==> config.mk <==
export PLATFORM = sky130hd
export DESIGN_NAME = block_expander
export DESIGN_NICKNAME = d
export VERILOG_FILES = /design/src/rtl/block_expander_pkg.sv /design/src/rtl/block_expander_lzc.sv /design/src/rtl/block_expander.sv
export SDC_FILE = /design/constraint.sdc
export NUM_CORES = 1
export LEC_CHECK = 0
export ABC_AREA = 1
export BUFFER_PORTS_ARGS = -buffer_cell sky130_fd_sc_hd__clkbuf_2
export CORE_MARGIN = 10
export CORE_UTILIZATION = 54
export CTS_CLUSTER_DIAMETER = 30
export CTS_CLUSTER_SIZE = 25
export DETAILED_ROUTE_END_ITERATION = 10
export PLACE_DENSITY = 0.72
export SETUP_SLACK_MARGIN = 0.3
export SLEW_MARGIN = 20
export SYNTH_ARGS = -nofsm -noshare
export SYNTH_HDL_FRONTEND = slang
export SYNTH_SLANG_ARGS = --single-unit
==> constraint.sdc <==
create_clock -name CLK -period 1.89 [get_ports CLK]
set_input_delay 0.189 -clock CLK [delete_from_list [all_inputs] [get_ports CLK]]
set_output_delay 0.189 -clock CLK [all_outputs]
set_load 0.02 [all_outputs]
==> src/rtl/block_expander_pkg.sv <==
// rtl/block_expander_pkg.sv - shared FSM encoding and helper functions for block_expander
// Contents: state_e (IDLE/FILL/CALC/DRAIN), clog2(), lzc().
package block_expander_pkg;

    typedef enum logic [1:0] {
        IDLE  = 2'd0,
        FILL  = 2'd1,
        CALC  = 2'd2,
        DRAIN = 2'd3
    } state_e;

    // Ceiling log2; clog2(1) = 0.
    function automatic int clog2(input int v);
        int r;
        r = 0;
        while ((1 << r) < v) r++;
        return r;
    endfunction

    // Leading-zero count of the low w bits of v (w when all of them are zero).
    function automatic int lzc(input logic [31:0] v, input int w);
        int n;
        n = w;
        // Ascending scan: the highest set bit is the last one to overwrite n.
        for (int i = 0; i < 32; i++) begin
            if (i < w && v[i]) n = w - 1 - i;
        end
        return n;
    endfunction

endpackage

==> src/rtl/block_expander_lzc.sv <==
// rtl/block_expander_lzc.sv - leading-zero counter over the block magnitude word, saturated to SHIFT_MAX
// Ports:
//   acc   in  W    OR of one's-complement magnitudes of the block
//   shift out SHW  min(lzc(acc), SHIFT_MAX)
module block_expander_lzc import block_expander_pkg::*; #(
    parameter int W         = 9,
    parameter int SHIFT_MAX = 2,
    parameter int SHW       = 2
) (
    input  logic [W-1:0]   acc,
    output logic [SHW-1:0] shift
);

    int z;

    always_comb begin
        z = lzc(32'(acc), W);
        if (z > SHIFT_MAX) begin
            shift = SHW'(SHIFT_MAX);
        end else begin
            shift = SHW'(z);
        end
    end

endmodule

==> src/rtl/block_expander.sv <==
// rtl/block_expander.sv - block floating-point expander: buffers a block, picks a common left shift, replays it wider
// Ports:
//   CLK, RST_N               clock, asynchronous active-low reset
//   DIN, DIN_CE, DIN_READY   narrow signed input stream (accepted when DIN_CE && DIN_READY)
//   DOUT, DOUT_CE, DOUT_READY wide scaled output stream (transfer when DOUT_CE && DOUT_READY)
//   BLOCK_START              marks the first output sample of each block
//   SHIFT_OUT                left shift applied to the current output block
// Optional: BLOCK_EXPANDER_ROUND_HALF_EN adds a half-LSB offset into the vacated bits when SHIFT_OUT > 0.
module block_expander import block_expander_pkg::*; #(
    parameter int  DIN_WIDTH  = 10,
    parameter int  DOUT_WIDTH = 12,
    parameter int  BLOCK_LEN  = 64,
    parameter int  SHIFT_MAX  = DOUT_WIDTH - DIN_WIDTH,
    localparam int SHW        = (clog2(SHIFT_MAX + 1) > 0) ? clog2(SHIFT_MAX + 1) : 1
) (
    input  logic                  CLK,
    input  logic                  RST_N,
    input  logic [DIN_WIDTH-1:0]  DIN,
    input  logic                  DIN_CE,
    output logic                  DIN_READY,
    output logic [DOUT_WIDTH-1:0] DOUT,
    output logic                  DOUT_CE,
    input  logic                  DOUT_READY,
    output logic                  BLOCK_START,
    output logic [SHW-1:0]        SHIFT_OUT
);

    localparam int MW = DIN_WIDTH - 1;
    localparam int CW = (clog2(BLOCK_LEN) > 0) ? clog2(BLOCK_LEN) : 1;
    localparam int RW = CW + 1;

    state_e                state_q, state_d;
    logic [CW-1:0]         cnt_q, cnt_d;
    logic [MW-1:0]         acc_q, acc_d;
    logic [SHW-1:0]        shift_q, shift_d;
    logic [RW-1:0]         rd_q, rd_d;
    logic [DOUT_WIDTH-1:0] dout_q, dout_d;
    logic                  dout_ce_q, dout_ce_d;
    logic                  bs_q, bs_d;
    logic                  wr_en;
    logic                  din_ready;
    logic [MW-1:0]         mag;
    logic [SHW-1:0]        lzc_shift;
    logic [DIN_WIDTH-1:0]  rd_data;
    logic [DOUT_WIDTH-1:0] scaled;

    logic [DIN_WIDTH-1:0]  mem [BLOCK_LEN];

    // One's-complement magnitude: negative values fold onto their bitwise inverse,
    // so the most negative input reads as all ones and forces shift 0.
    assign mag = DIN[MW-1:0] ^ {MW{DIN[DIN_WIDTH-1]}};

    assign rd_data = mem[rd_q[CW-1:0]];

    always_ff @(posedge CLK) begin
        if (wr_en) mem[cnt_q] <= DIN;
    end

    block_expander_lzc #(
        .W        (MW),
        .SHIFT_MAX(SHIFT_MAX),
        .SHW      (SHW)
    ) u_lzc (
        .acc  (acc_q),
        .shift(lzc_shift)
    );

    always_comb begin
        scaled = {{(DOUT_WIDTH - DIN_WIDTH){rd_data[DIN_WIDTH-1]}}, rd_data} << shift_q;
`ifdef BLOCK_EXPANDER_ROUND_HALF_EN
        // Vacated bits are zero, so OR-ing in the half-LSB equals adding it.
        if (shift_q != '0) scaled = scaled | (DOUT_WIDTH'(1) << (shift_q - SHW'(1)));
`endif
    end

    always_comb begin
        state_d   = state_q;
        cnt_d     = cnt_q;
        acc_d     = acc_q;
        shift_d   = shift_q;
        rd_d      = rd_q;
        dout_d    = dout_q;
        dout_ce_d = dout_ce_q;
        bs_d      = bs_q;
        wr_en     = 1'b0;
        din_ready = 1'b0;
        case (state_q)
            IDLE: begin
                state_d = FILL;
            end
            FILL: begin
                din_ready = 1'b1;
                if (DIN_CE) begin
                    wr_en = 1'b1;
                    cnt_d = cnt_q + 1'b1;
                    acc_d = (cnt_q == '0) ? mag : (acc_q | mag);
                    if (cnt_q == CW'(BLOCK_LEN - 1)) state_d = CALC;
                end
            end
            CALC: begin
                shift_d = lzc_shift;
                rd_d    = '0;
                state_d = DRAIN;
            end
            DRAIN: begin
                // dout_q is the prefetch stage: refill it whenever it is empty or being consumed.
                if (!dout_ce_q || DOUT_READY) begin
                    if (rd_q != RW'(BLOCK_LEN)) begin
                        dout_d    = scaled;
                        dout_ce_d = 1'b1;
                        bs_d      = (rd_q == '0);
                        rd_d      = rd_q + 1'b1;
                    end else begin
                        dout_ce_d = 1'b0;
                        bs_d      = 1'b0;
                        cnt_d     = '0;
                        acc_d     = '0;
                        state_d   = FILL;
                    end
                end
            end
            default: state_d = IDLE;
        endcase
    end

    always_ff @(posedge CLK or negedge RST_N) begin
        if (!RST_N) begin
            state_q   <= IDLE;
            cnt_q     <= '0;
            acc_q     <= '0;
            shift_q   <= '0;
            rd_q      <= '0;
            dout_q    <= '0;
            dout_ce_q <= 1'b0;
            bs_q      <= 1'b0;
        end else begin
            state_q   <= state_d;
            cnt_q     <= cnt_d;
            acc_q     <= acc_d;
            shift_q   <= shift_d;
            rd_q      <= rd_d;
            dout_q    <= dout_d;
            dout_ce_q <= dout_ce_d;
            bs_q      <= bs_d;
        end
    end

    assign DIN_READY   = din_ready;
    assign DOUT        = dout_q;
    assign DOUT_CE     = dout_ce_q;
    assign BLOCK_START = bs_q;
    assign SHIFT_OUT   = shift_q;

endmodule

### Word-level counts from Yosys, hierarchy flattened

Memories as Yosys holds them, arrays and structs flattened.
Cells that the tools add are included.

| operators by class | value |
|---|---|
| add/subtract/negate cells | 2 |
| $lt $le $gt $ge | 1 |
| eq/ne operators | 10 |
| shift-type cells | 1 |
| multiplexer cells | 34 |
| bitwise gates (word level) | 2 |
| reduce and logical (&&, ||, !) cells | 12 |

Operators by type and width:

| cell | number |
|---|---|
| $mux 32 | 8 |
| $mux 9 | 4 |
| $gt 32x3->1 const B | 1 |
| $mux 6 | 3 |
| $pmux 9 s2 | 1 |
| $mux 7 | 2 |
| $pmux 7 s2 | 1 |
| $pmux 6 s2 | 1 |
| $shl 12x2->12 | 1 |
| $mux 2 | 5 |
| $ne 2x2->1 const B | 5 |
| $or 9x9->9 | 1 |
| $xor 9x9->9 | 1 |
| $mux 1 | 8 |
| $pmux 2 s4 | 1 |
| $reduce_and 4->1 | 2 |
| $add 7x1->7 const B | 1 |
| $logic_not 7->1 | 1 |
| $ne 7x7->1 const B | 1 |
| $add 6x1->6 const B | 1 |
| $eq 6x6->1 const B | 1 |
| $logic_not 6->1 | 1 |
| $reduce_and 3->1 | 2 |
| $eq 2x2->1 const B | 2 |
| other kinds (6) | 7 |

| word-level totals | value |
|---|---|
| register bits after elaboration | 40 |
| memory bits (writable) | 640 |
| memories kept | 1 |

Memories:

| name | depth | bits a word | read ports | clocked after Yosys merged registers in | write ports | RTL line | text |
|---|---|---|---|---|---|---|---|
| mem | 64 | 10 | 1 | 0 | 1 | block_expander.sv:47 | `logic [DIN_WIDTH-1:0] mem [BLOCK_LEN];` |

### Logic depth before layout (Yosys ltp)

Gate-level depths: netlist (run 1).

| depth | value |
|---|---|
| depth in word-level cells | 11 |
| gate-level depth with buffers | 17 |

### Modules after synthesis

Synthesis (run 1) repeated with hierarchy kept, for this count alone.

| unflattened totals | value |
|---|---|
| cells, all modules | 2774 |
| area total of the unflattened synthesis | 29135.4 um^2 |

Modules (own cells, without submodules):

| module | times used | cells an instance | area each (um^2) | sequential area each (um^2) |
|---|---|---|---|---|
| block_expander | 1 | 2771 | 29121.7 | 20219.4 |
| block_expander_lzc | 1 | 3 | 13.8 | 0.0 |

### Worst setup path after synthesis (run 1)

OpenSTA, ideal clock, no wires.

| timing path | value |
|---|---|
| path kind | register to register |
| from | register state_q[1] |
| to | memory mem[0][0], enable pin |
| data arrival time | 1.756 ns |
| setup slack | -0.242 ns |
| stages on the path, launching flop included | 7 |
| period minus slack after synthesis | 2.132 ns |
| cells stage by stage | dfrtp_1 -> inv_1 -> ha_1 -> nand2_1 -> clkinv_1 -> nand4_1 -> nor2_1 |

| on the way | value |
|---|---|
| word-level cells in the longest chain between the ends | 4 |

Ends and longest elaborated chain:

| element | RTL line | text |
|---|---|---|
| from (decl) | block_expander.sv:32 | `state_e state_q, state_d;` |
| from (signal assigned) | block_expander.sv:137 | `state_q <= state_d;` |
| $eq 2x1->1 | block_expander.sv:87 | `case (state_q)` |
| $mux 1 | block_expander.sv:87 |  |
| $mux 1 | block_expander.sv:56 | `if (wr_en) mem[cnt_q] <= DIN;` |
| $mux 1 (implied by the code) | block_expander.sv:56 |  |
| to (decl) | block_expander.sv:47 |  |

Every way passes these cells.

### Worst setup path after layout (run 1)

| timing path | value |
|---|---|
| from | register rd_q[0] |
| to | register dout_q[8], in the netlist DOUT[8] |

| on the way | value |
|---|---|
| word-level cells in the longest chain between the ends | 2 |
| elaborated cells on any way between the ends | 4 |

Ends and longest elaborated chain:

| element | RTL line | text |
|---|---|---|
| from (decl) | block_expander.sv:36 | `logic [RW-1:0] rd_q, rd_d;` |
| from (signal assigned) | block_expander.sv:141 | `rd_q <= rd_d;` |
| $mem_v2 64x10 or $ne 7x7->1 (tied branches) | -- |  |
| $shl 12x2->12 or $reduce_and 3->1 (tied branches) | -- |  |
| to (signal assigned) | block_expander.sv:142 | `dout_q <= dout_d;` |
| to (decl) | block_expander.sv:37 | `logic [DOUT_WIDTH-1:0] dout_q, dout_d;` |

Several ways; a longest one is shown, not always the timed one.
A chain may end at the register's enable or synchronous reset.

==> results of run 1 <==
[worst register-to-register path, cell delays in order (launching register included)]
cell and delay [ns]:
dfrtp_4 0.53, buf_12 0.18, buf_12 0.16, buf_6 0.15
nand2_1 0.06, nand2_1 0.06, nand2_1 0.12, o21ai_1 0.09
nand2_1 0.06, nand2_1 0.08, nand2_2 0.08, nand2_1 0.07
a21oi_2 0.20, nand3_2 0.14, nand3_2 0.14, nand3_2 0.06
[placed cells by master, fill, tap and decap left out, drive strengths merged]
| master | count |
|---|---|
| nand2 | 1047 |
| edfxtp | 640 |
| inv | 474 |
| nand3 | 376 |
| buf | 256 |
| clkbuf | 204 |
| nor2 | 164 |
| o21ai | 58 |
| clkinv | 52 |
| dfrtp | 33 |
| a21oi | 21 |
| bufinv | 13 |
| clkinvlp | 12 |
| nand4 | 9 |
| dlygate4sd3 | 8 |
| ha | 8 |
| bufbuf | 3 |
| nor3 | 3 |
| xnor2 | 2 |
| o22ai | 2 |
| xor2 | 1 |
| a211oi | 1 |
| a22oi | 1 |
[through the flow]
| stage | TNS (ns) | worst slack (ns) | hold WS (ns) | cell area (um2) |
|---|---|---|---|---|
| 2_1_floorplan | -68.46 | -0.182 | -0.107 | 29900 |
| 6_report | -8.88 | -0.406 | -0.0125 | 39400 |
| 5_1_grt | -25.02 | -0.465 | -0.0119 | 39400 |
| 4_1_cts | -6.44 | -0.310 | 0.00932 | 37900 |
| 3_3_place_gp | -6.13 | -0.382 | 0.249 | 31900 |
| 3_5_place_dp | -6.40 | -0.394 | 0.263 | 31900 |
[synth_stat cells (8+ instances only)]
library cell	count	share of area
a21oi_1	16	0.0027
buf_2	55	0.0093
buf_4	19	0.0048
buf_6	25	0.0095
clkbuf_1	26	0.0033
dfrtp_1	33	0.028
edfxtp_1	640	0.65
ha_1	8	0.0034
inv_1	457	0.058
nand2_1	1047	0.13
nand3_1	376	0.063
nand4_1	9	0.0019
nor2_1	161	0.020
o21ai_0	45	0.0076
o21ai_1	13	0.0022
[cell families (layout without fill, tap and decap cells)]
kind of cell    Yosys count  in the layout
simple gates           1597           1599
flops                   673            673
fa+ha+maj                 8              8
compound gates           83             83
xor+xnor                  3              3
buf+inv                 601           1022
[worst min-delay path by stage]
stage,startpoint,endpoint
2_1_floorplan,RST_N,BLOCK_START
3_3_place_gp,RST_N,state_q[1]
3_5_place_dp,RST_N,state_q[0]
4_1_cts,DIN[1],mem[61][1]
5_1_grt,DIN[7],mem[20][7]
6_report,DIN[7],mem[20][7]
[power groups by stage]
stage	clock, mW	sequential (mW)	combinational (mW)
after floorplan	0	17.4	10.2
after global placement	0	17.4	15.6
after detailed placement	0	17.4	15.8
after CTS	23.0	17.1	18.3
after global routing	23.9	17.2	22.6
final	23.0	17.2	21.4
[sequential cells by signal, indices dropped and copies added, names as in the netlist]
signal and flops:
rd_q 7, acc_q 2, BLOCK_START 1, mem 640
DOUT 12, DOUT_CE 1, cnt_q 6, state_q 2
SHIFT_OUT 2
[layout make-up]
type,count,area share
inverter,468,0.0455
timing repair buffer,311,0.101
clock buffer,160,0.0903
multi-input combinational,1693,0.210
clock inverter,82,0.0213
tap,696,0.0221
sequential,673,0.509
timing repair inverter,1,0.000413
[what timing repair did]
item	in CTS	in global routing
endpoints found under the setup margin	672	674
cloned	17	26
hold endpoints to repair	105	0
hold buffers	8	0
pin swaps	43	63
gates resized for setup	232	220
buffers inserted	33	28
[routing by layer]
metal  track usage  vias to the layer above  part of all wire
met5             0                        -                 0
met4         0.151                        0             0.054
met3        0.0661                      352              0.11
met2         0.419                     1604              0.47
met1         0.328                    11269              0.36
li1              -                    10267                 -
==> flow_summary.yaml, run 1 <==
critical_path:
  reg2reg_depth: 15
  critPathCaptureType: "register"
  critPathCapture: "DOUT[8]"
  cpLargestDelayFamily: "simple AND/OR/NAND/NOR gates"
  worstReg2RegEnd: "DOUT[8]"
  critPathKind: "reg2reg"
  cp.depth: 15
  start_kind: "register"
  cpMostUsedCell: "nand2_1"
  critPathSlowestCell: "dfrtp_4"
  critPathBufInv: 3
  critPathMaxFanout: 10
  cp.required_ns: 2.49
  critPathMaxStageDelay_ns: 0.53
  startpoint: "rd_q[0]"
  worstPathCellList: "buf_12 > buf_12 > buf_6 > nand2_1 > nand2_1 > nand2_1 > o21ai_1 > nand2_1 > nand2_1 > nand2_2 > nand2_1 > a21oi_2 > nand3_2 > nand3_2 > nand3_2"
  r2r_slack_ns: -0.41
  rr_startpoint: "rd_q[0]"
  arrival_ns: 2.89
logic_synthesis:
  postSynthCellCount: 2965
  ys_seq_area_frac: 0.674
  synth_fa_ha_area_frac: 0.00337
  yosys.cell_types.count: 30
  yosys.area_share.simple: 0.219
  synth.area.mux_share: 0
  ys_async_sr_fraction: 0.0490
  yosys_warnings: 0
  ys.flop_type: "edfxtp_1"
  synth-compound-area-share: 0.0151
  synth_edf_count: 640
  synth_xor_area_frac: 0.000884
  syn_nets: 2987
  ys_ff_latch: 673
  synth_area_um2: 29700
  synth_top_family_by_area: "simple AND/OR/NAND/NOR gates"
  avgSynthCellArea_um2: 10.0
pwr:
  p_per_area_nw_per_um2: 1560
  ir_drop_uv: 1410
  power.total_mw: 61.5
  pwr-share-clk: 0.374
  p_sw_frac: 0.350
  p_sw_mw: 21.5
  leakage_nw: 16.9
  power.internal_mw: 40.0
  p_comb_frac: 0.347
  p_seq_frac: 0.279
placed_design:
  dp.cells: 3730
  gp_congestion: 0.947
  port_buffers: 30
  hpwl_um: 46200
outcome:
  failed_checks: "negative hold slack, negative setup slack"
  status: "finished, violations left"
drt:
  drt-initial-drc-count: 3024
  vias: 23492
  ant_nets: 0
  post_drt_wl_per_cell_um: 22.2
  drt-total-wl_um: 90500
  routed_via_density: 5.75
  drc: 0
  dr.pass1.iters: 5
clock_network:
  path_clk_slew_ns: 0.05
  cts.sinks: 673
  htree_levels: 4
  cts_buffers: 133
  clockBufferDepth: 3
  clk_latency_ns: 0.72
  clockRootBuffer: "clkbuf_16"
  cts_tree: "done"
layout:
  seq_area_um2: 20100
  fillers: 3297
  multi_input_area_um2: 8250
  drive_gt1_frac: 0.220
  finish.utilization: 0.727
  stdcell_count: 4084
  fin_nets: 3303
  n_antenna_cell: 0
  syn2layout_area_growth_pct: 32.4
grt:
  grt_antenna_before_repair: 0
  grt_pass1_vias: 22590
  grt_max_degree: 66
  grt_use_total: 0.265
  grt_overflow: 0
  grt_pass1_wl_um: 129000
floorplan:
  die_w_um: 255
  die_h_um: 255
  initial_utilization: 0.549
  rows: 85
  io_pins: 31
  die_area_um2: 64800
  core_um2: 54100
sta:
  period_minus_slack_ns: 2.30
  rsz0062_at_grt: "yes"
  finalSetupViolations: 46
  worst_pin_slew_ns: 1.14
  slew_viol_final: 0
  worst_slack_ns: -0.406
  skew_ns: 0.0273
  finalCritPeriodShare: 1.21
  max_slew_margin: 0.234
  holdWs_ns: -0.0125
  fmax_mhz: 436
  finalHoldViolCount: 4
min_path:
  holdPathStages: 2
  min_path_type: "in2reg"
flow_run:
  maxCapViolCount: 0
Note: power is estimated with default switching activity, not from simulation.
==> inputs of run 2 (changes only) <==
ABC_AREA = unset   (was 1)
PLACE_DENSITY = 0.73   (was 0.72)
==> run 2 against run 1 <==
  * The run ends with negative setup slack left
  * Die area down 9.3%
  * Sequential cell count unchanged
  * Via count down 28%
  * Critical endpoint is now DOUT[2]
  * Largest cell class unchanged
  * Largest power group unchanged
  * Highest routed layer unchanged
==> flow_summary.yaml, run 2 <==
layout:
  n_antenna_cell: 0
  syn2layout_area_growth_pct: 41.3
  top_register: "mem"
  layout_common_cells: "640 x edfxtp_1, 205 x buf_4, 143 x mux4_2, 123 x clkbuf_16, 104 x buf_12"
  final_common_cell: "edfxtp_1"
  drive_gt1_frac: 0.495
  fin_nets: 1883
  design_area_um2: 37800
  largest_reg_flops: 640
  finish.utilization: 0.772
  stdcell_count: 2624
  fillers: 2311
logic_synthesis:
  yosys.cell_types.count: 67
  synth_area_leaders: "edfxtp_1 72%, mux4_2 12%, dfrtp_1 3.1%"
  postSynthCellCount: 1353
  synth_edf_count: 640
  synth_common_cells: "640 x edfxtp_1, 139 x mux4_2, 95 x nor2_1, 58 x mux2i_1, 51 x nand2_1"
  yosys.area.top_type: "edfxtp_1"
  yosys_warnings: 0
  ys_seq_area_frac: 0.750
  synth_top_cell_area_share: 0.719
  avgSynthCellArea_um2: 19.8
  synth_area_um2: 26700
  ys.flop_type: "edfxtp_1"
  yosysMostFrequentCell: "edfxtp_1"
  ys_ff_latch: 673
  syn_nets: 1375
  ys_async_sr_fraction: 0.0490
pwr:
  ir_drop_uv: 1090
  power.total_mw: 56.1
  p_per_area_nw_per_um2: 1490
  leakage_nw: 13.1
floorplan:
  rows: 81
  initial_utilization: 0.546
  die_area_um2: 58800
  core_um2: 49000
  die_h_um: 243
  die_w_um: 243
  io_pins: 31
drt:
  post_drt_wl_per_cell_um: 33.3
  routed_via_density: 6.47
  drt-total-wl_um: 87400
  drc: 0
  ant_nets: 0
  vias: 16985
  drt-initial-drc-count: 2670
  dr.pass1.iters: 8
clock_network:
  clk_latency_ns: 0.68
  htree_levels: 3
  cts_buffers: 116
  path_clk_slew_ns: 0.05
  clockRootBuffer: "clkbuf_16"
  clockBufferDepth: 3
  cts_tree: "done"
  cts.sinks: 673
sta:
  holdWs_ns: 0.0245
  period_minus_slack_ns: 3.02
  worst_pin_slew_ns: 0.833
  worst_slack_ns: -1.13
  final.setup.tns_ns: -94.38
  finalCritPeriodShare: 1.60
  rsz0062_at_grt: "yes"
  finalSetupViolations: 667
  skew_ns: 0.0283
  slew_viol_final: 0
  max_slew_margin: 0.445
  finalHoldViolCount: 0
  fmax_mhz: 331
outcome:
  status: "finished, violations left"
  failed_checks: "negative setup slack"
placed_design:
  hpwl_um: 45400
  pre_cts_ws_ns: -1.27
  dp.cells: 2255
  gp_congestion: 1.00
  port_buffers: 30
  dpl_cell_area_um2: 31000
critical_path:
  cp.required_ns: 2.43
  critPathKind: "reg2reg"
  rr_startpoint: "rd_q[0]"
  arrival_ns: 3.56
  critPathCaptureType: "register"
  critPathMaxFanout: 7
  start_kind: "register"
  startpoint: "rd_q[0]"
grt:
  grt_antenna_before_repair: 0
  grt_max_degree: 65
  grt_pass1_vias: 16681
  grt_overflow: 0
  grt_pass1_wl_um: 119000
  grt_use_total: 0.278
flow_run:
  maxCapViolCount: 0
min_path:
  hold_start: "DIN[1]"
  min_path_type: "in2reg"
run 2: cell types whose count changed in the layout (fill, tap and decap cells not counted), sizes merged, moves of 69 or more:
cell	previous run	this run
nor2	164	95
buf	256	422
nand3	376	32
nand2	1047	51
inv	474	18
mux4	0	147
run 2: critical path: stages (launching register included):
cell	delay [ns]
dfrtp_4	0.43
buf_12	0.18
buf_12	0.15
buf_8	0.13
mux4_2	0.58
a32oi_1	0.35
o21ai_0	0.33
nor4_2	0.22
buf_4	0.19
or2_4	0.14
o21ai_2	0.05
a21o_1	0.15
run 2: final timing paths:
check,to,slack (ns),cells past startpoint
max,DOUT[2],-1.13,11
min,mem[25][1],0.02,2
min reg2reg,DOUT[0],0.49,2
max in group asynchronous,rd_q[3],0.84,3
min in group asynchronous,DOUT[6],0.12,3
max reg2reg,DOUT[2],-1.13,11
run 2: layer usage:
metal  wire, um  up-vias  GRT usage  share of wire
li1           -     6642          -              -
met1      29600     8658      0.349           0.34
met2      42900     1363      0.452           0.49
met3      10200      322     0.0701           0.12
met4       4720        0      0.126          0.054
met5          0        -          0              0
run 2: cell type report:
type / instances / area [um2] / share of cell area
timing repair buffer: 461 / 5510 / 0.146
clock inverter: 86 / 970 / 0.0257
clock buffer: 131 / 3020 / 0.0800
sequential: 673 / 20100 / 0.531
tap: 664 / 831 / 0.0220
inverter: 13 / 63.8 / 0.00169
multi-input combinational: 596 / 7330 / 0.194
run 2: cell families after synthesis:
logic type	count (synthesis)	synth area share
mux	210	0.149
simple gates	250	0.0454
flops	673	0.750
xor+xnor	10	0.00328
fa+ha+maj	8	0.00374
compound gates	118	0.0304
buf+inv	84	0.0187
run 2: what timing repair did:
item	CTS	global route
gates cloned	13	4
setup buffers	71	61
setup endpoints to repair	674	674
hold buffers	3	0
gates resized for setup	171	89
hold endpoints to repair	41	0
pin swaps	42	56
run 2: report_power, final:
part	internal (mW)	total (mW)	switching, mW
registers	16.8	17.1	0.383
clock network	13.8	21.4	7.56
logic	8.61	17.6	9.02
